==> config.mk <==
export PLATFORM = sky130hd
export DESIGN_NAME = osiris_mem_arbiter
export DESIGN_NICKNAME = d
export VERILOG_FILES = /design/src/rtl/osiris_pkg.sv /design/src/rtl/osiris_rr_arbiter_2.sv /design/src/rtl/osiris_mem_arbiter.sv
export SDC_FILE = /design/constraint.sdc
export NUM_CORES = 1
export LEC_CHECK = 0
export CORE_AREA = 2 2 126 128
export DETAILED_ROUTE_END_ITERATION = 10
export DIE_AREA = 0 0 128 130
export GPL_TIMING_DRIVEN = 0
export PLACE_DENSITY_LB_ADDON = 0.25
export SLEW_MARGIN = 20
export SYNTH_ARGS = -nofsm -noshare
export SYNTH_HDL_FRONTEND = slang
export SYNTH_SLANG_ARGS = --single-unit
==> constraint.sdc <==
create_clock -name clk -period 4 [get_ports clk]
set_input_delay 1.2 -clock clk [delete_from_list [all_inputs] [get_ports clk]]
set_output_delay 1.2 -clock clk [all_outputs]
set_load 0.02 [all_outputs]
==> src/rtl/osiris_pkg.sv <==
// ---------------------------------------------------------------------------
// osiris_pkg
// Shared definitions for the Osiris two-master Wishbone memory arbiter.
//   - default bus widths and timeout
//   - master index constants (bit positions in the one-hot grant vector)
//   - arbiter FSM state encoding
//   - saturating 8-bit increment helper for the timeout event counter
// ---------------------------------------------------------------------------
package osiris_pkg;

  localparam int unsigned DEF_DATA_WIDTH     = 32;
  localparam int unsigned DEF_ADDR_WIDTH     = 32;
  localparam int unsigned DEF_TIMEOUT_CYCLES = 255;

  // Bit positions in the one-hot grant vector.
  localparam int unsigned GNT_CORE = 0;
  localparam int unsigned GNT_UART = 1;

  typedef enum logic [1:0] {
    StIdle = 2'd0,
    StBusy = 2'd1,
    StErr  = 2'd2
  } arb_state_e;

  // Increment that sticks at all-ones instead of wrapping.
  function automatic logic [7:0] sat_inc8(input logic [7:0] val);
    return (val == 8'hFF) ? val : val + 8'd1;
  endfunction

endpackage

==> src/rtl/osiris_rr_arbiter_2.sv <==
// ---------------------------------------------------------------------------
// osiris_rr_arbiter_2
// Pure combinational two-way round-robin pick.
// Ports:
//   i_req  [1:0]  request vector, bit GNT_CORE = core, bit GNT_UART = UART
//   i_last        index of the master granted most recently (0 core, 1 UART)
//   o_gnt  [1:0]  one-hot pick, 00 when nothing is requested
// A single requester always wins; on a tie the master that was not granted
// last wins.
// ---------------------------------------------------------------------------
module osiris_rr_arbiter_2
  import osiris_pkg::*;
(
  input  logic [1:0] i_req,
  input  logic       i_last,
  output logic [1:0] o_gnt
);

  logic [1:0] w_core_oh;
  logic [1:0] w_uart_oh;

  always_comb begin
    w_core_oh           = 2'b00;
    w_core_oh[GNT_CORE] = 1'b1;
    w_uart_oh           = 2'b00;
    w_uart_oh[GNT_UART] = 1'b1;
  end

  always_comb begin
    o_gnt = 2'b00;
    if (i_req[GNT_CORE] && i_req[GNT_UART]) begin
      o_gnt = (i_last == 1'(GNT_UART)) ? w_core_oh : w_uart_oh;
    end else if (i_req[GNT_CORE]) begin
      o_gnt = w_core_oh;
    end else if (i_req[GNT_UART]) begin
      o_gnt = w_uart_oh;
    end
  end

endmodule

==> src/rtl/osiris_mem_arbiter.sv <==
// ---------------------------------------------------------------------------
// osiris_mem_arbiter
// Two-master, one-slave Wishbone classic arbiter in front of one memory.
// M0 is the RISC-V core port, M1 the UART-Wishbone bridge.
// Ports:
//   clk, rst                 clock, synchronous active-high reset
//   m0_* / m1_*              master ports (cyc, stb, we, adr, dat_w, sel in;
//                            dat_r, ack, err out)
//   s_*                      slave port toward the memory
//   o_grant [1:0]            registered one-hot owner, 00 = none
//   o_timeout_cnt [7:0]      saturating count of slave timeouts
// Behaviour summary:
//   - IDLE registers a round-robin grant, so the slave sees a request one
//     cycle after the master raises it.
//   - BUSY muxes the owner onto the slave combinationally, gated by the
//     owner's cyc, and holds the grant while cyc stays high (bus lock).
//   - A strobe left unanswered for TIMEOUT_CYCLES cycles produces a one-cycle
//     ERR state that returns err to the owner with the slave strobe removed.
// ---------------------------------------------------------------------------
module osiris_mem_arbiter
  import osiris_pkg::*;
#(
  parameter int unsigned DATA_WIDTH     = DEF_DATA_WIDTH,
  parameter int unsigned ADDR_WIDTH     = DEF_ADDR_WIDTH,
  parameter int unsigned TIMEOUT_CYCLES = DEF_TIMEOUT_CYCLES
) (
  input  logic                    clk,
  input  logic                    rst,

  input  logic                    m0_cyc,
  input  logic                    m0_stb,
  input  logic                    m0_we,
  input  logic [ADDR_WIDTH-1:0]   m0_adr,
  input  logic [DATA_WIDTH-1:0]   m0_dat_w,
  input  logic [DATA_WIDTH/8-1:0] m0_sel,
  output logic [DATA_WIDTH-1:0]   m0_dat_r,
  output logic                    m0_ack,
  output logic                    m0_err,

  input  logic                    m1_cyc,
  input  logic                    m1_stb,
  input  logic                    m1_we,
  input  logic [ADDR_WIDTH-1:0]   m1_adr,
  input  logic [DATA_WIDTH-1:0]   m1_dat_w,
  input  logic [DATA_WIDTH/8-1:0] m1_sel,
  output logic [DATA_WIDTH-1:0]   m1_dat_r,
  output logic                    m1_ack,
  output logic                    m1_err,

  output logic                    s_cyc,
  output logic                    s_stb,
  output logic                    s_we,
  output logic [ADDR_WIDTH-1:0]   s_adr,
  output logic [DATA_WIDTH-1:0]   s_dat_w,
  output logic [DATA_WIDTH/8-1:0] s_sel,
  input  logic [DATA_WIDTH-1:0]   s_dat_r,
  input  logic                    s_ack,
  input  logic                    s_err,

  output logic [1:0]              o_grant,
  output logic [7:0]              o_timeout_cnt
);

  localparam int unsigned SelW = DATA_WIDTH / 8;
  localparam int unsigned CntW = $clog2(TIMEOUT_CYCLES + 1);

  if (TIMEOUT_CYCLES < 2) begin : g_bad_timeout
    $error("osiris_mem_arbiter: TIMEOUT_CYCLES must be at least 2");
  end

  arb_state_e      r_state;
  logic [1:0]      r_grant;
  logic            r_last;
  logic [CntW-1:0] r_to_cnt;
  logic [7:0]      r_timeout_cnt;

  logic [1:0]            w_req;
  logic [1:0]            w_pick;
  logic                  w_sel_uart;
  logic                  w_owned;
  logic                  w_g_cyc;
  logic                  w_g_stb;
  logic                  w_g_we;
  logic [ADDR_WIDTH-1:0] w_g_adr;
  logic [DATA_WIDTH-1:0] w_g_dat_w;
  logic [SelW-1:0]       w_g_sel;
  logic                  w_bus_on;
  logic                  w_in_err;
  logic [CntW-1:0]       w_cnt_inc;

  // -------------------------------------------------------------------------
  // Request vector and round-robin pick
  // -------------------------------------------------------------------------
  always_comb begin
    w_req           = 2'b00;
    w_req[GNT_CORE] = m0_cyc & m0_stb;
    w_req[GNT_UART] = m1_cyc & m1_stb;
  end

  osiris_rr_arbiter_2 u_rr (
    .i_req  (w_req),
    .i_last (r_last),
    .o_gnt  (w_pick)
  );

  // -------------------------------------------------------------------------
  // Owner mux
  // -------------------------------------------------------------------------
  assign w_sel_uart = r_grant[GNT_UART];
  assign w_owned    = |r_grant;

  assign w_g_cyc   = w_sel_uart ? m1_cyc   : m0_cyc;
  assign w_g_stb   = w_sel_uart ? m1_stb   : m0_stb;
  assign w_g_we    = w_sel_uart ? m1_we    : m0_we;
  assign w_g_adr   = w_sel_uart ? m1_adr   : m0_adr;
  assign w_g_dat_w = w_sel_uart ? m1_dat_w : m0_dat_w;
  assign w_g_sel   = w_sel_uart ? m1_sel   : m0_sel;

  // The owner's own cyc gates the slave, so an abort removes the request in
  // the same cycle; ERR is excluded so the slave sees the strobe drop.
  assign w_bus_on = (r_state == StBusy) && w_owned && w_g_cyc;
  assign w_in_err = (r_state == StErr) && w_owned;

  assign s_cyc   = w_bus_on;
  assign s_stb   = w_bus_on & w_g_stb;
  assign s_we    = w_bus_on & w_g_we;
  assign s_adr   = w_bus_on ? w_g_adr   : '0;
  assign s_dat_w = w_bus_on ? w_g_dat_w : '0;
  assign s_sel   = w_bus_on ? w_g_sel   : '0;

  // -------------------------------------------------------------------------
  // Response routing: only the owner sees the slave; a late ack after the
  // owner dropped cyc is swallowed because w_bus_on is already low.
  // -------------------------------------------------------------------------
  always_comb begin
    m0_ack   = 1'b0;
    m0_err   = 1'b0;
    m0_dat_r = '0;
    m1_ack   = 1'b0;
    m1_err   = 1'b0;
    m1_dat_r = '0;
    if (r_grant[GNT_CORE]) begin
      m0_ack = w_bus_on & s_ack;
      m0_err = (w_bus_on & s_err) | w_in_err;
      if (r_state == StBusy) begin
        m0_dat_r = s_dat_r;
      end
    end
    if (r_grant[GNT_UART]) begin
      m1_ack = w_bus_on & s_ack;
      m1_err = (w_bus_on & s_err) | w_in_err;
      if (r_state == StBusy) begin
        m1_dat_r = s_dat_r;
      end
    end
  end

  assign o_grant       = r_grant;
  assign o_timeout_cnt = r_timeout_cnt;

  assign w_cnt_inc = r_to_cnt + CntW'(1);

  // -------------------------------------------------------------------------
  // Arbiter FSM, timeout counter and timeout event counter
  // -------------------------------------------------------------------------
  always_ff @(posedge clk) begin
    if (rst) begin
      r_state       <= StIdle;
      r_grant       <= 2'b00;
      r_last        <= 1'(GNT_CORE);  // M1 wins the first tie
      r_to_cnt      <= '0;
      r_timeout_cnt <= 8'd0;
    end else begin
      case (r_state)
        StIdle: begin
          r_to_cnt <= '0;
          if (|w_req) begin
            r_grant <= w_pick;
            r_state <= StBusy;
          end
        end

        StBusy: begin
          if (!w_g_cyc) begin
            r_state  <= StIdle;
            r_grant  <= 2'b00;
            r_last   <= w_sel_uart;
            r_to_cnt <= '0;
          end else if (!s_stb || s_ack || s_err) begin
            // A response in the same cycle as the limit wins over timeout.
            r_to_cnt <= '0;
          end else if (w_cnt_inc == CntW'(TIMEOUT_CYCLES)) begin
            r_state  <= StErr;
            r_to_cnt <= '0;
          end else begin
            r_to_cnt <= w_cnt_inc;
          end
        end

        StErr: begin
          r_to_cnt      <= '0;
          r_timeout_cnt <= sat_inc8(r_timeout_cnt);
          if (w_g_cyc) begin
            r_state <= StBusy;
          end else begin
            r_state <= StIdle;
            r_grant <= 2'b00;
            r_last  <= w_sel_uart;
          end
        end

        default: begin
          r_state  <= StIdle;
          r_grant  <= 2'b00;
          r_to_cnt <= '0;
        end
      endcase
    end
  end

endmodule
# [Word level (Yosys, flattened, before mapping)]
# Cells that the tools add are included.
[totals] input_bits=178 reg_bits=21 elab_cells=70 out_inout_bits=149
[classes] addsub=2 n_bitwise=10 n_reduce_logical=16 muxes=29 n_eq_ne=8
[op_table] op="two-way mux 32 bit" count=7
[op_table] op="two-way mux 2 bit" count=10
[op_table] op="adder 8 x 1 -> 8 bit (second input constant)" count=2
[op_table] op="== test 8 bit (second input constant)" count=2
[op_table] op="two-way mux 1 bit" count=8
[op_table] op="two-way mux 4 bit" count=2
[op_table] op="bitwise AND 1 bit" count=6
[op_table] op="one-hot mux 2 bit (3 select lines)" count=1
[op_table] op="AND reduction 2 bit" count=3
[op_table] op="OR reduction 2 bit" count=3
[op_table] op="OR reduction 5 bit" count=1
[op_table] op="logical AND 1 bit" count=4
[op_table] op="!= test 2 bit (second input constant)" count=2
[op_table] op="one-hot mux 2 bit (2 select lines)" count=1
[op_table] op="!= test 3 x 2 -> 1 bit (second input constant)" count=1
[op_table] op="!= test 3 bit (second input constant)" count=1
[op_table] op="NOT 1 bit" count=3
[op_table] op="AND reduction 3 bit" count=1
[op_table] op="== test 2 x 1 -> 1 bit (second input constant)" count=1
[op_table] op="== test 2 bit (second input constant)" count=1
[op_table] op="logical NOT 2 bit" count=1
[op_table] op="logical OR 1 bit" count=2
[op_table] op="logical NOT 1 bit" count=1
[op_table] op="bitwise OR 1 bit" count=1

# [Logic depth before layout (Yosys ltp)]
# Gate-level depths: netlist of the first run.
[logic_depth] depth_word=10 mapped_depth=7 depth_no_buf=7

# [Cells and area by module]
# A second synthesis of the first run with hierarchy kept.
[hier_totals] cells_unflattened=368 area_unflattened_um2=2688.8
[modules_own_cells] module="osiris_mem_arbiter" area_each_um2=2670.1 n_inst=1 seq_area_each_um2=420.4 cells_each=365
[modules_own_cells] module="osiris_rr_arbiter_2" area_each_um2=18.8 n_inst=1 seq_area_each_um2=0.0 cells_each=3

# [Worst setup path after synthesis of the first run]
# No wires, ideal clock.
[synth_path] path_kind="input -> output" start="input m0_cyc" end="output s_adr[0]" t_arrival_ns=2.107 path_buffers=2 slack_ns=0.693 path_stages=5 cell_sequence="nand3b_4 > a21o_1 > clkbuf_1 > clkbuf_1 > nor2_1"
[synth_via] elab_chain_cells=3
[synth_lines] element="start, declared" line="osiris_mem_arbiter.sv:30" rtl="input logic m0_cyc,"
[synth_lines] element="two-way mux 1 bit" line="osiris_mem_arbiter.sv:112" rtl="assign w_g_cyc = w_sel_uart ? m1_cyc : m0_cyc;"
[synth_lines] element="logical AND 1 bit" line="osiris_mem_arbiter.sv:121" rtl="assign w_bus_on = (r_state == StBusy) && w_owned && w_g_cyc;"
[synth_lines] element="two-way mux 32 bit" line="osiris_mem_arbiter.sv:127" rtl="assign s_adr = w_bus_on ? w_g_adr : '0;"
[synth_lines] element="end, declared" line="osiris_mem_arbiter.sv:53" rtl="output logic [ADDR_WIDTH-1:0] s_adr,"
# Every way passes these cells.

# [Final worst setup path of the first run]
[layout_path] start="input m0_cyc" end="output s_dat_w[30]"
[layout_via] elab_chain_cells=3
[layout_lines] element="two-way mux 1 bit" line="osiris_mem_arbiter.sv:112"
[layout_lines] element="logical AND 1 bit" line="osiris_mem_arbiter.sv:121"
[layout_lines] element="two-way mux 32 bit" line="osiris_mem_arbiter.sv:128" rtl="assign s_dat_w = w_bus_on ? w_g_dat_w : '0;"
[layout_lines] element="end, declared" line="osiris_mem_arbiter.sv:54" rtl="output logic [DATA_WIDTH-1:0] s_dat_w,"
# Every way passes these cells.

==> impl_results.html, run 1 <==
<table>
<tr><th>Metric</th><th>Value</th></tr>
<tr><th colspan="2">Global route</th></tr>
<tr><td>Maximum number of pins on one net before global-route repair</td><td>13</td></tr>
<tr><td>Initial antenna violation count</td><td>0</td></tr>
<tr><td>Total grt overflow</td><td>0</td></tr>
<tr><td>Overall track demand over capacity in global routing</td><td>between 10% and 20%</td></tr>
<tr><td>Global-route wire length before repair</td><td>between 20000 and 25000 um</td></tr>
<tr><td>Number of global-route vias before repair</td><td>slightly above 4000</td></tr>
<tr><th colspan="2">Yosys</th></tr>
<tr><td>Post-synthesis area per instance</td><td>a little over 7 um^2</td></tr>
<tr><td>Synthesized-area fraction occupied by ao, oa, aoi and oai cells</td><td>approximately 7.1%</td></tr>
<tr><td>Cell area after synthesis</td><td>~2700 um^2</td></tr>
<tr><td>Register bit count reported by yosys</td><td>21</td></tr>
<tr><td>Multiplexer fraction of the synthesized cell area</td><td>27.9%</td></tr>
<tr><td>Post-synth cell types</td><td>a little over 40</td></tr>
<tr><td>Number of nets produced by synthesis</td><td>560</td></tr>
<tr><td>Synthesized-area fraction occupied by and/or/nand/nor cells</td><td>a little over a third</td></tr>
<tr><td>Total of warnings raised by yosys</td><td>0</td></tr>
<tr><td>Dominant combinational cell family by area after synthesis</td><td>simple AND/OR/NAND/NOR gates</td></tr>
<tr><td>Sequential share of the synthesized area</td><td>~16%</td></tr>
<tr><td>Post-Synth XOR/XNOR Area</td><td>between 3 and 4%</td></tr>
<tr><td>Post-Synthesis Cells</td><td>about 380</td></tr>
<tr><td>Arithmetic-cell share of the synthesized area counting full adders, half adders and majority gates</td><td>about 3.2%</td></tr>
<tr><th colspan="2">Detailed routing</th></tr>
<tr><td>First-pass detailed-route iteration total</td><td>4</td></tr>
<tr><td>Per-cell via count in the routed design</td><td>4.43</td></tr>
<tr><td>Routed len/inst</td><td>16.5 um</td></tr>
<tr><td>Antenna violation net count after detailed routing</td><td>0</td></tr>
<tr><td>Vias after detailed routing</td><td>between 3000 and 4000</td></tr>
<tr><td>1st-iter DRT viols</td><td>100</td></tr>
<tr><td>Number of design rule violations left after detail routing</td><td>0</td></tr>
<tr><td>DRT Wirelength</td><td>14800 um</td></tr>
<tr><th colspan="2">Pwr</th></tr>
<tr><td>Power density over cell area</td><td>about 150 nW/um^2</td></tr>
<tr><td>Peak supply drop</td><td>approximately 0.11 mV</td></tr>
<tr><td>Overall power</td><td>between 900 and 1000 uW</td></tr>
<tr><td>Pleak</td><td>between 0.002 and 0.003 uW</td></tr>
<tr><th colspan="2">Worst setup path</th></tr>
<tr><td>Maximum net fanout on the critical path</td><td>10</td></tr>
<tr><td>Crit Path Category</td><td>input port to output pin</td></tr>
<tr><td>Crit path DAT</td><td>roughly 2.6 ns</td></tr>
<tr><td>Number of cells traversed by the worst register-to-register path</td><td>6</td></tr>
<tr><td>CP Data Required Time</td><td>2.80 ns</td></tr>
<tr><td>Critical path endpoint category</td><td>output pin</td></tr>
<tr><td>Launching element type of the critical path</td><td>input port</td></tr>
<tr><th colspan="2">Hold path</th></tr>
<tr><td>Worst Hold Class</td><td>register to register</td></tr>
<tr><td>WHS Path Cells</td><td>2</td></tr>
<tr><th colspan="2">CTS</th></tr>
<tr><td>Cts hold-fix bufs</td><td>0</td></tr>
<tr><td>Post-CTS Setup Repair Bufs</td><td>0</td></tr>
<tr><td>Clock buffers created by TritonCTS</td><td>3</td></tr>
<tr><td>Master cell of the clock root buffer</td><td>sky130_fd_sc_hd__clkbuf_16</td></tr>
<tr><td>H-tree lvl count</td><td>1</td></tr>
<tr><td>Clock net sink count</td><td>21</td></tr>
<tr><td>Worst skew pair latency</td><td>about 0.25 ns</td></tr>
<tr><td>Reg clk slew, reported paths</td><td>around 0.06 ns</td></tr>
<tr><td>Clock tree from TritonCTS</td><td>yes</td></tr>
<tr><td>Bufs on Longest Clock Path</td><td>2</td></tr>
<tr><th colspan="2">Placement</th></tr>
<tr><td>Cell Area, Placed</td><td>6210 um^2</td></tr>
<tr><td>Port Buffers</td><td>326</td></tr>
<tr><td>Estimated wirelength of the detail-placed design</td><td>12900 um</td></tr>
<tr><td>Routability Congestion</td><td>around 0.95</td></tr>
<tr><td>Post-placement cell count</td><td>approximately 890</td></tr>
<tr><td>Post-Place Setup Slack</td><td>-0.820 ns</td></tr>
<tr><th colspan="2">Floorplanning</th></tr>
<tr><td>Vertical die dimension</td><td>between 100 and 150 um</td></tr>
<tr><td>Die outline width</td><td>~130 um</td></tr>
<tr><td>Core box area</td><td>roughly 15000 um^2</td></tr>
<tr><td>I/O pins</td><td>~330</td></tr>
<tr><td>Row Count</td><td>46</td></tr>
<tr><td>Initial core utilization</td><td>between 10% and 20%</td></tr>
<tr><td>Die Footprint</td><td>approximately 17000 um^2</td></tr>
<tr><th colspan="2">STA</th></tr>
<tr><td>Worst-case headroom to the max-slew limit</td><td>47.5%</td></tr>
<tr><td>Number of hold violations in the final report</td><td>0</td></tr>
<tr><td>Clock tree skew after final layout</td><td>roughly 0.0012 ns</td></tr>
<tr><td>Slew @ Worst Pin</td><td>between 0.7 and 0.8 ns</td></tr>
<tr><td>Post-layout worst setup margin</td><td>~0.21 ns</td></tr>
<tr><td>Unrepaired setup endpoints after global routing</td><td>false</td></tr>
<tr><td>Highest attainable clock frequency</td><td>between 200 and 300 MHz</td></tr>
<tr><td>Max-slew violation count</td><td>0</td></tr>
<tr><td>Setup violation total in the final timing report</td><td>0</td></tr>
<tr><td>Smallest hold slack</td><td>about 0.52 ns</td></tr>
<tr><td>Final worst path period share</td><td>94.7%</td></tr>
<tr><td>Final min period</td><td>3.79 ns</td></tr>
<tr><th colspan="2">Final layout</th></tr>
<tr><td>Number of nets at the end of the flow</td><td>approximately 900</td></tr>
<tr><td>Commonest non-fill, non-tap cells in the layout</td><td>sky130_fd_sc_hd__clkdlybuf4s50_1 (249), sky130_fd_sc_hd__nor2_1 (91), sky130_fd_sc_hd__mux2i_1 (73), sky130_fd_sc_hd__and3_1 (69), sky130_fd_sc_hd__clkbuf_2 (27)</td></tr>
<tr><td>Synth-to-Final Area Change</td><td>129%</td></tr>
<tr><td>Inserted Diodes</td><td>0</td></tr>
<tr><td>Leading cell type in the layout, fill and taps excluded</td><td>sky130_fd_sc_hd__clkdlybuf4s50_1</td></tr>
<tr><td>Share of post-route cells with drive strength above 1</td><td>10.9%</td></tr>
<tr><td>Non-filler cells, final</td><td>roughly 900</td></tr>
<tr><td>Total non-filler cell area in the finished layout</td><td>6190 um^2</td></tr>
<tr><th colspan="2">Job</th></tr>
<tr><td>Max-cap violations</td><td>0</td></tr>
<tr><th colspan="2">Outcome</th></tr>
<tr><td>Run status</td><td>finished, final reports clean</td></tr>
</table>
-- final cells by class --
type,instances,area (um^2)
multi-input cells,315,2140
repair buffers,326,3140
clock inverters,1,5.00
well taps,192,240
clock buffers,3,75.1
inverters,6,22.5
flip-flops and latches,21,420
plain buffers,32,148
fillers,1585,9240
-- Yosys cell counts --
library cell               instances  area (um^2)
sky130_fd_sc_hd__nor2_1           92          345
sky130_fd_sc_hd__mux2i_1          73          731
sky130_fd_sc_hd__and3_1           69          432
sky130_fd_sc_hd__clkbuf_1         28          105
sky130_fd_sc_hd__dfxtp_1          21          420
sky130_fd_sc_hd__nand2_1          10         37.5
sky130_fd_sc_hd__ha_1              7         87.6
sky130_fd_sc_hd__xnor2_1           7         61.3
sky130_fd_sc_hd__inv_1             6         22.5
sky130_fd_sc_hd__nand3_1           6         30.0
sky130_fd_sc_hd__xor2_1            5         43.8
sky130_fd_sc_hd__a21oi_1           4         20.0
sky130_fd_sc_hd__a31oi_1           3         18.8
sky130_fd_sc_hd__buf_2             3         15.0
sky130_fd_sc_hd__nand3b_1          3         22.5
sky130_fd_sc_hd__nand4_1           3         18.8
sky130_fd_sc_hd__o21ai_0           3         15.0
sky130_fd_sc_hd__a21o_1            2         15.0
sky130_fd_sc_hd__and4b_1           2         20.0
sky130_fd_sc_hd__mux2_2            2         22.5
sky130_fd_sc_hd__nor2b_1           2         12.5
sky130_fd_sc_hd__nor3_1            2         10.0
sky130_fd_sc_hd__o2111a_1          2         22.5
sky130_fd_sc_hd__o31ai_1           2         15.0
sky130_fd_sc_hd__or3_1             2         12.5
sky130_fd_sc_hd__a2111o_1          1         11.3
sky130_fd_sc_hd__a211oi_2          1         12.5
sky130_fd_sc_hd__a21bo_2           1         10.0
sky130_fd_sc_hd__a21boi_0          1         7.51
sky130_fd_sc_hd__a221oi_2          1         15.0
sky130_fd_sc_hd__and4_1            1         8.76
sky130_fd_sc_hd__buf_4             1         7.51
sky130_fd_sc_hd__clkbuf_2          1         5.00
sky130_fd_sc_hd__nand3b_4          1         20.0
sky130_fd_sc_hd__nor3b_1           1         7.51
sky130_fd_sc_hd__nor4_1            1         6.26
sky130_fd_sc_hd__o211ai_1          1         7.51
sky130_fd_sc_hd__o21a_1            1         7.51
sky130_fd_sc_hd__o21ai_1           1         5.00
sky130_fd_sc_hd__o32ai_1           1         8.76
sky130_fd_sc_hd__or2_2             1         6.26
-- through the flow --
step,utilization (%),setup TNS (ns)
after floorplan,-,0
after global placement,40.2,-47.71
after detailed placement,40.2,-52.62
after CTS,40.8,0
after global routing,40.1,0
final,40.1,0
-- logic make-up after synthesis --
| logic type | after synthesis |
|---|---|
| compound gates | 25 |
| mux | 75 |
| xor+xnor | 12 |
| fa+ha+maj | 7 |
| simple gates | 196 |
| buf+inv | 39 |
| flops | 21 |
-- where the power goes --
| group | switching (uW) | internal, uW |
|---|---|---|
| combinational | 231 | 277 |
| clock | 79.6 | 134 |
| sequential | 5.16 | 214 |
-- what timing repair did --
action                                  CTS  global route
gates resized for setup                 174            39
hold endpoints to repair                  0             0
cloned                                    0             0
endpoints found under the setup margin   75            70
-- worst max-delay path, stage by stage --
cell                              delay [ns]
sky130_fd_sc_hd__dlygate4sd2_1          0.34
sky130_fd_sc_hd__nand3b_4               0.11
sky130_fd_sc_hd__a21o_4                 0.27
sky130_fd_sc_hd__clkbuf_4               0.20
sky130_fd_sc_hd__nor2_1                 0.12
sky130_fd_sc_hd__clkdlybuf4s15_1        0.33
-- sequential cells by signal, indices dropped and copies added, names as in the netlist --
name and count:
o_timeout_cnt 8, r_to_cnt 8, o_grant 2, r_state 2
r_last 1
-- metal layers --
metal	GRT usage, %	share of wire [%]
met1	16.9	36
met2	33.6	52
met3	5.29	10
met4	3.30	1.6
met5	0	0
-- path summary, 6_finish.rpt --
| check | from | to | slack (ns) |
|---|---|---|---|
| setup / recovery | m0_cyc | s_dat_w[30] | 0.21 |
| hold / removal | r_last$_SDFFE_PP0P_ | r_last$_SDFFE_PP0P_ | 0.52 |
| setup reg to reg | r_to_cnt[0]$_SDFF_PP0_ | r_state[0]$_SDFFE_PP0P_ | 1.82 |
| hold reg to reg | r_last$_SDFFE_PP0P_ | r_last$_SDFFE_PP0P_ | 0.52 |
Power figures use the tool's default switching activity.
==> inputs of run 2 (changes only) <==
Settings changed: SETUP_SLACK_MARGIN set to 0.15.
==> impl_results.html, run 2 (same netlist as run 1, synthesis figures left out) <==
<table>
<tr><th>Metric</th><th>Value</th></tr>
<tr><th colspan="2">CTS</th></tr>
<tr><td>Master cell of the clock root buffer</td><td>sky130_fd_sc_hd__clkbuf_16</td></tr>
<tr><td>Reg clk slew, reported paths</td><td>0.06 ns (about the same)</td></tr>
<tr><td>H-tree lvl count</td><td>1 (unchanged)</td></tr>
<tr><td>Count of instances resized after the clock tree is built</td><td>246 (+41%)</td></tr>
<tr><td>Cts hold-fix bufs</td><td>0 (unchanged)</td></tr>
<tr><td>Post-CTS Setup Repair Bufs</td><td>0 (unchanged)</td></tr>
<tr><td>Clock net sink count</td><td>21 (unchanged)</td></tr>
<tr><td>Clock tree from TritonCTS</td><td>yes</td></tr>
<tr><td>Worst skew pair latency</td><td>0.25 ns (about the same)</td></tr>
<tr><td>Clock buffers created by TritonCTS</td><td>3 (unchanged)</td></tr>
<tr><td>Bufs on Longest Clock Path</td><td>2 (unchanged)</td></tr>
<tr><th colspan="2">STA</th></tr>
<tr><td>Final worst path period share</td><td>93.0% (-1.7 points)</td></tr>
<tr><td>Number of hold violations in the final report</td><td>0 (unchanged)</td></tr>
<tr><td>Post-layout worst setup margin</td><td>0.280 ns (+0.0680 ns)</td></tr>
<tr><td>Setup violation total in the final timing report</td><td>0 (unchanged)</td></tr>
<tr><td>Unrepaired setup endpoints after global routing</td><td>false</td></tr>
<tr><td>Max-slew violation count</td><td>0 (unchanged)</td></tr>
<tr><td>Worst-case headroom to the max-slew limit</td><td>47.3% (-0.13 points)</td></tr>
<tr><td>Clock tree skew after final layout</td><td>0.00127 ns (+0.0000517 ns)</td></tr>
<tr><td>Final min period</td><td>3.72 ns (-0.0680 ns)</td></tr>
<tr><td>Highest attainable clock frequency</td><td>269 MHz (+1.8%)</td></tr>
<tr><td>Slew @ Worst Pin</td><td>0.790 ns (+0.00197 ns)</td></tr>
<tr><td>Smallest hold slack</td><td>0.513 ns (-0.0105 ns)</td></tr>
<tr><th colspan="2">Floorplanning</th></tr>
<tr><td>Die outline width</td><td>128 um (unchanged)</td></tr>
<tr><td>I/O pins</td><td>327 (unchanged)</td></tr>
<tr><td>Core box area</td><td>15400 um^2 (unchanged)</td></tr>
<tr><td>Die Footprint</td><td>16600 um^2 (unchanged)</td></tr>
<tr><td>Vertical die dimension</td><td>130 um (unchanged)</td></tr>
<tr><td>Row Count</td><td>46 (unchanged)</td></tr>
<tr><td>Initial core utilization</td><td>17.5% (unchanged)</td></tr>
<tr><th colspan="2">Worst setup path</th></tr>
<tr><td>Source of the critical timing path</td><td>m1_cyc</td></tr>
<tr><td>CP Data Required Time</td><td>2.80 ns (about the same)</td></tr>
<tr><td>Worst flop-to-flop path startpoint</td><td>r_to_cnt[0]$_SDFF_PP0_</td></tr>
<tr><td>Ordered cell list for the critical path</td><td>clkdlybuf4s15_1 -&gt; nand2_1 -&gt; a21o_1 -&gt; clkbuf_4 -&gt; clkbuf_4 -&gt; nor2_1 -&gt; clkdlybuf4s15_2</td></tr>
<tr><td>Master of the slowest instance on the critical path</td><td>sky130_fd_sc_hd__clkdlybuf4s15_2</td></tr>
<tr><td>Most common cell on crit path</td><td>sky130_fd_sc_hd__clkbuf_4</td></tr>
<tr><td>Critical path endpoint category</td><td>output pin</td></tr>
<tr><td>Maximum net fanout on the critical path</td><td>10 (unchanged)</td></tr>
<tr><td>Launching element type of the critical path</td><td>input port</td></tr>
<tr><td>Register-to-register setup slack</td><td>1.84 ns (+0.02 ns)</td></tr>
<tr><td>Crit path DAT</td><td>2.52 ns (-0.07 ns)</td></tr>
<tr><td>Worst path top cell family by delay</td><td>buffers and inverters</td></tr>
<tr><td>Crit Path Category</td><td>input port to output pin</td></tr>
<tr><td>Critical path buffer and inverter count</td><td>4 (+1)</td></tr>
<tr><td>Endpoint of the most critical register-to-register path</td><td>r_state[0]$_SDFFE_PP0P_</td></tr>
<tr><td>Delay contributed by the slowest stage of the critical path</td><td>0.28 ns (-0.06 ns)</td></tr>
<tr><td>Number of cells traversed by the worst register-to-register path</td><td>6 (unchanged)</td></tr>
<tr><th colspan="2">Pwr</th></tr>
<tr><td>Peak supply drop</td><td>0.109 mV (-3.4%)</td></tr>
<tr><td>Net switching power of the design</td><td>316 uW (about the same)</td></tr>
<tr><td>Internal power</td><td>629 uW (+0.59%)</td></tr>
<tr><td>Combinational share of power</td><td>54.2% (+0.2 points)</td></tr>
<tr><td>Pleak</td><td>0.00250 uW (-1.8%)</td></tr>
<tr><td>Switching power share of the total</td><td>33.4% (-0.13 points)</td></tr>
<tr><td>Part of the total power dissipated in sequential elements</td><td>23.2% (about the same)</td></tr>
<tr><td>Clock network power share</td><td>22.6% (about the same)</td></tr>
<tr><td>Power density over cell area</td><td>149 nW/um^2 (-1.8%)</td></tr>
<tr><th colspan="2">Hold path</th></tr>
<tr><td>Hold Path Sink</td><td>r_last$_SDFFE_PP0P_</td></tr>
<tr><td>WHS Path Cells</td><td>2 (unchanged)</td></tr>
<tr><td>Beginning of the worst hold path</td><td>r_last$_SDFFE_PP0P_</td></tr>
<tr><td>Worst Hold Class</td><td>register to register</td></tr>
<tr><th colspan="2">Final layout</th></tr>
<tr><td>Synth-to-Final Area Change</td><td>134%</td></tr>
<tr><td>Total non-filler cell area in the finished layout</td><td>6320 um^2 (+2.2%)</td></tr>
<tr><td>Share of post-route cells with drive strength above 1</td><td>13.3% (+2.4 points)</td></tr>
<tr><td>Number of filler cells placed in the layout</td><td>1563 (-1.4%)</td></tr>
<tr><td>Inserted Diodes</td><td>0 (unchanged)</td></tr>
<tr><td>Number of nets at the end of the flow</td><td>891 (+0.11%)</td></tr>
<tr><td>Commonest non-fill, non-tap cells in the layout</td><td>sky130_fd_sc_hd__clkdlybuf4s50_1 (249), sky130_fd_sc_hd__nor2_1 (91), sky130_fd_sc_hd__mux2i_1 (73), sky130_fd_sc_hd__and3_1 (69), sky130_fd_sc_hd__clkdlybuf4s15_2 (55)</td></tr>
<tr><td>Non-filler cells, final</td><td>897 (+0.11%)</td></tr>
<tr><td>Leading cell type in the layout, fill and taps excluded</td><td>sky130_fd_sc_hd__clkdlybuf4s50_1</td></tr>
<tr><th colspan="2">Detailed routing</th></tr>
<tr><td>1st-iter DRT viols</td><td>94 (-6.0%)</td></tr>
<tr><td>Antenna violation net count after detailed routing</td><td>0 (unchanged)</td></tr>
<tr><td>Per-cell via count in the routed design</td><td>4.42 (-0.19%)</td></tr>
<tr><td>Number of design rule violations left after detail routing</td><td>0 (unchanged)</td></tr>
<tr><td>Routed len/inst</td><td>16.5 um (about the same)</td></tr>
<tr><td>First-pass detailed-route iteration total</td><td>4 (unchanged)</td></tr>
<tr><td>DRT Wirelength</td><td>14800 um (+0.12%)</td></tr>
<tr><td>Vias after detailed routing</td><td>3963 (-0.076%)</td></tr>
<tr><th colspan="2">Job</th></tr>
<tr><td>Max-cap violations</td><td>0 (unchanged)</td></tr>
<tr><th colspan="2">Global route</th></tr>
<tr><td>Number of global-route vias before repair</td><td>4047 (-0.32%)</td></tr>
<tr><td>Initial antenna violation count</td><td>0 (unchanged)</td></tr>
<tr><td>Global-route wire length before repair</td><td>21900 um (-0.16%)</td></tr>
<tr><td>Maximum number of pins on one net before global-route repair</td><td>13 (unchanged)</td></tr>
<tr><td>Total grt overflow</td><td>0 (unchanged)</td></tr>
<tr><td>Overall track demand over capacity in global routing</td><td>16.7% (unchanged)</td></tr>
<tr><th colspan="2">Placement</th></tr>
<tr><td>Routability Congestion</td><td>0.953 (unchanged)</td></tr>
<tr><td>Post-Place Setup Slack</td><td>-0.820 ns (unchanged)</td></tr>
<tr><td>Estimated wirelength of the detail-placed design</td><td>12900 um (unchanged)</td></tr>
<tr><td>Port Buffers</td><td>326 (unchanged)</td></tr>
<tr><td>Cell Area, Placed</td><td>6210 um^2 (unchanged)</td></tr>
<tr><td>Post-placement cell count</td><td>893 (unchanged)</td></tr>
<tr><th colspan="2">Outcome</th></tr>
<tr><td>Run status</td><td>finished, final reports clean</td></tr>
</table>
[run 2: changes by cell type in the layout (fill, tap and decap cells not counted), sizes merged]
cell           delta
dlygate4sd2       -9
clkbuf           -20
clkdlybuf4s15    +25
buf               +6
dlymetal6s2s      -1
[run 2: layer usage]
metal  track usage (%)  part of all wire, %  vias up
li1                  -                    -     1977
met1              16.9                   36     1762
met2              33.8                   52      212
met3              5.08                  9.8       12
met4              3.17                  1.5        0
met5                 0                    0        -
[run 2: worst register-to-register path, cell delays in order (launching register included)]
cell,delay (ns)
sky130_fd_sc_hd__dfxtp_1,0.46
sky130_fd_sc_hd__ha_1,0.34
sky130_fd_sc_hd__nand3_1,0.17
sky130_fd_sc_hd__nor3b_1,0.23
sky130_fd_sc_hd__o32ai_1,0.16
sky130_fd_sc_hd__o31ai_1,0.31
sky130_fd_sc_hd__mux2_2,0.37
[run 2: power groups by stage]
stage	Clock (uW)	Combinational, uW	Sequential, uW
4_1_cts	222	516	219
3_3_place_gp	0	509	224
2_1_floorplan	0	224	224
5_1_grt	231	554	220
3_5_place_dp	0	518	224
6_report	213	512	219
[run 2: worst max path at each step]
stage | endpoint | depth (start not counted)
global route | m0_dat_r[2] | 6
floorplan | s_adr[0] | 5
detailed placement | s_sel[1] | 7
finish | s_dat_w[28] | 7
global placement | s_sel[3] | 7
CTS | s_dat_w[28] | 7
[run 2: layout make-up]
class	instances	area [um^2]	share of cell area, %
Buffer	33	170	2.69
Clock buffer	3	75.1	1.19
Clock inverter	1	5.00	0.0791
Inverter	6	22.5	0.356
Multi-Input combinational cell	315	2130	33.7
Sequential cell	21	420	6.65
Tap cell	192	240	3.80
Timing Repair Buffer	326	3260	51.6
[run 2: per-stage QoR]
step / power, uW / TNS, ns / util [%]
2_1_floorplan: 448 / 0 / -
3_3_place_gp: 733 / -47.71 / 40.2
3_5_place_dp: 742 / -52.62 / 40.2
4_1_cts: 957 / 0 / 41.1
5_1_grt: 1000 / 0 / 41.0
6_report: 945 / 0 / 41.0
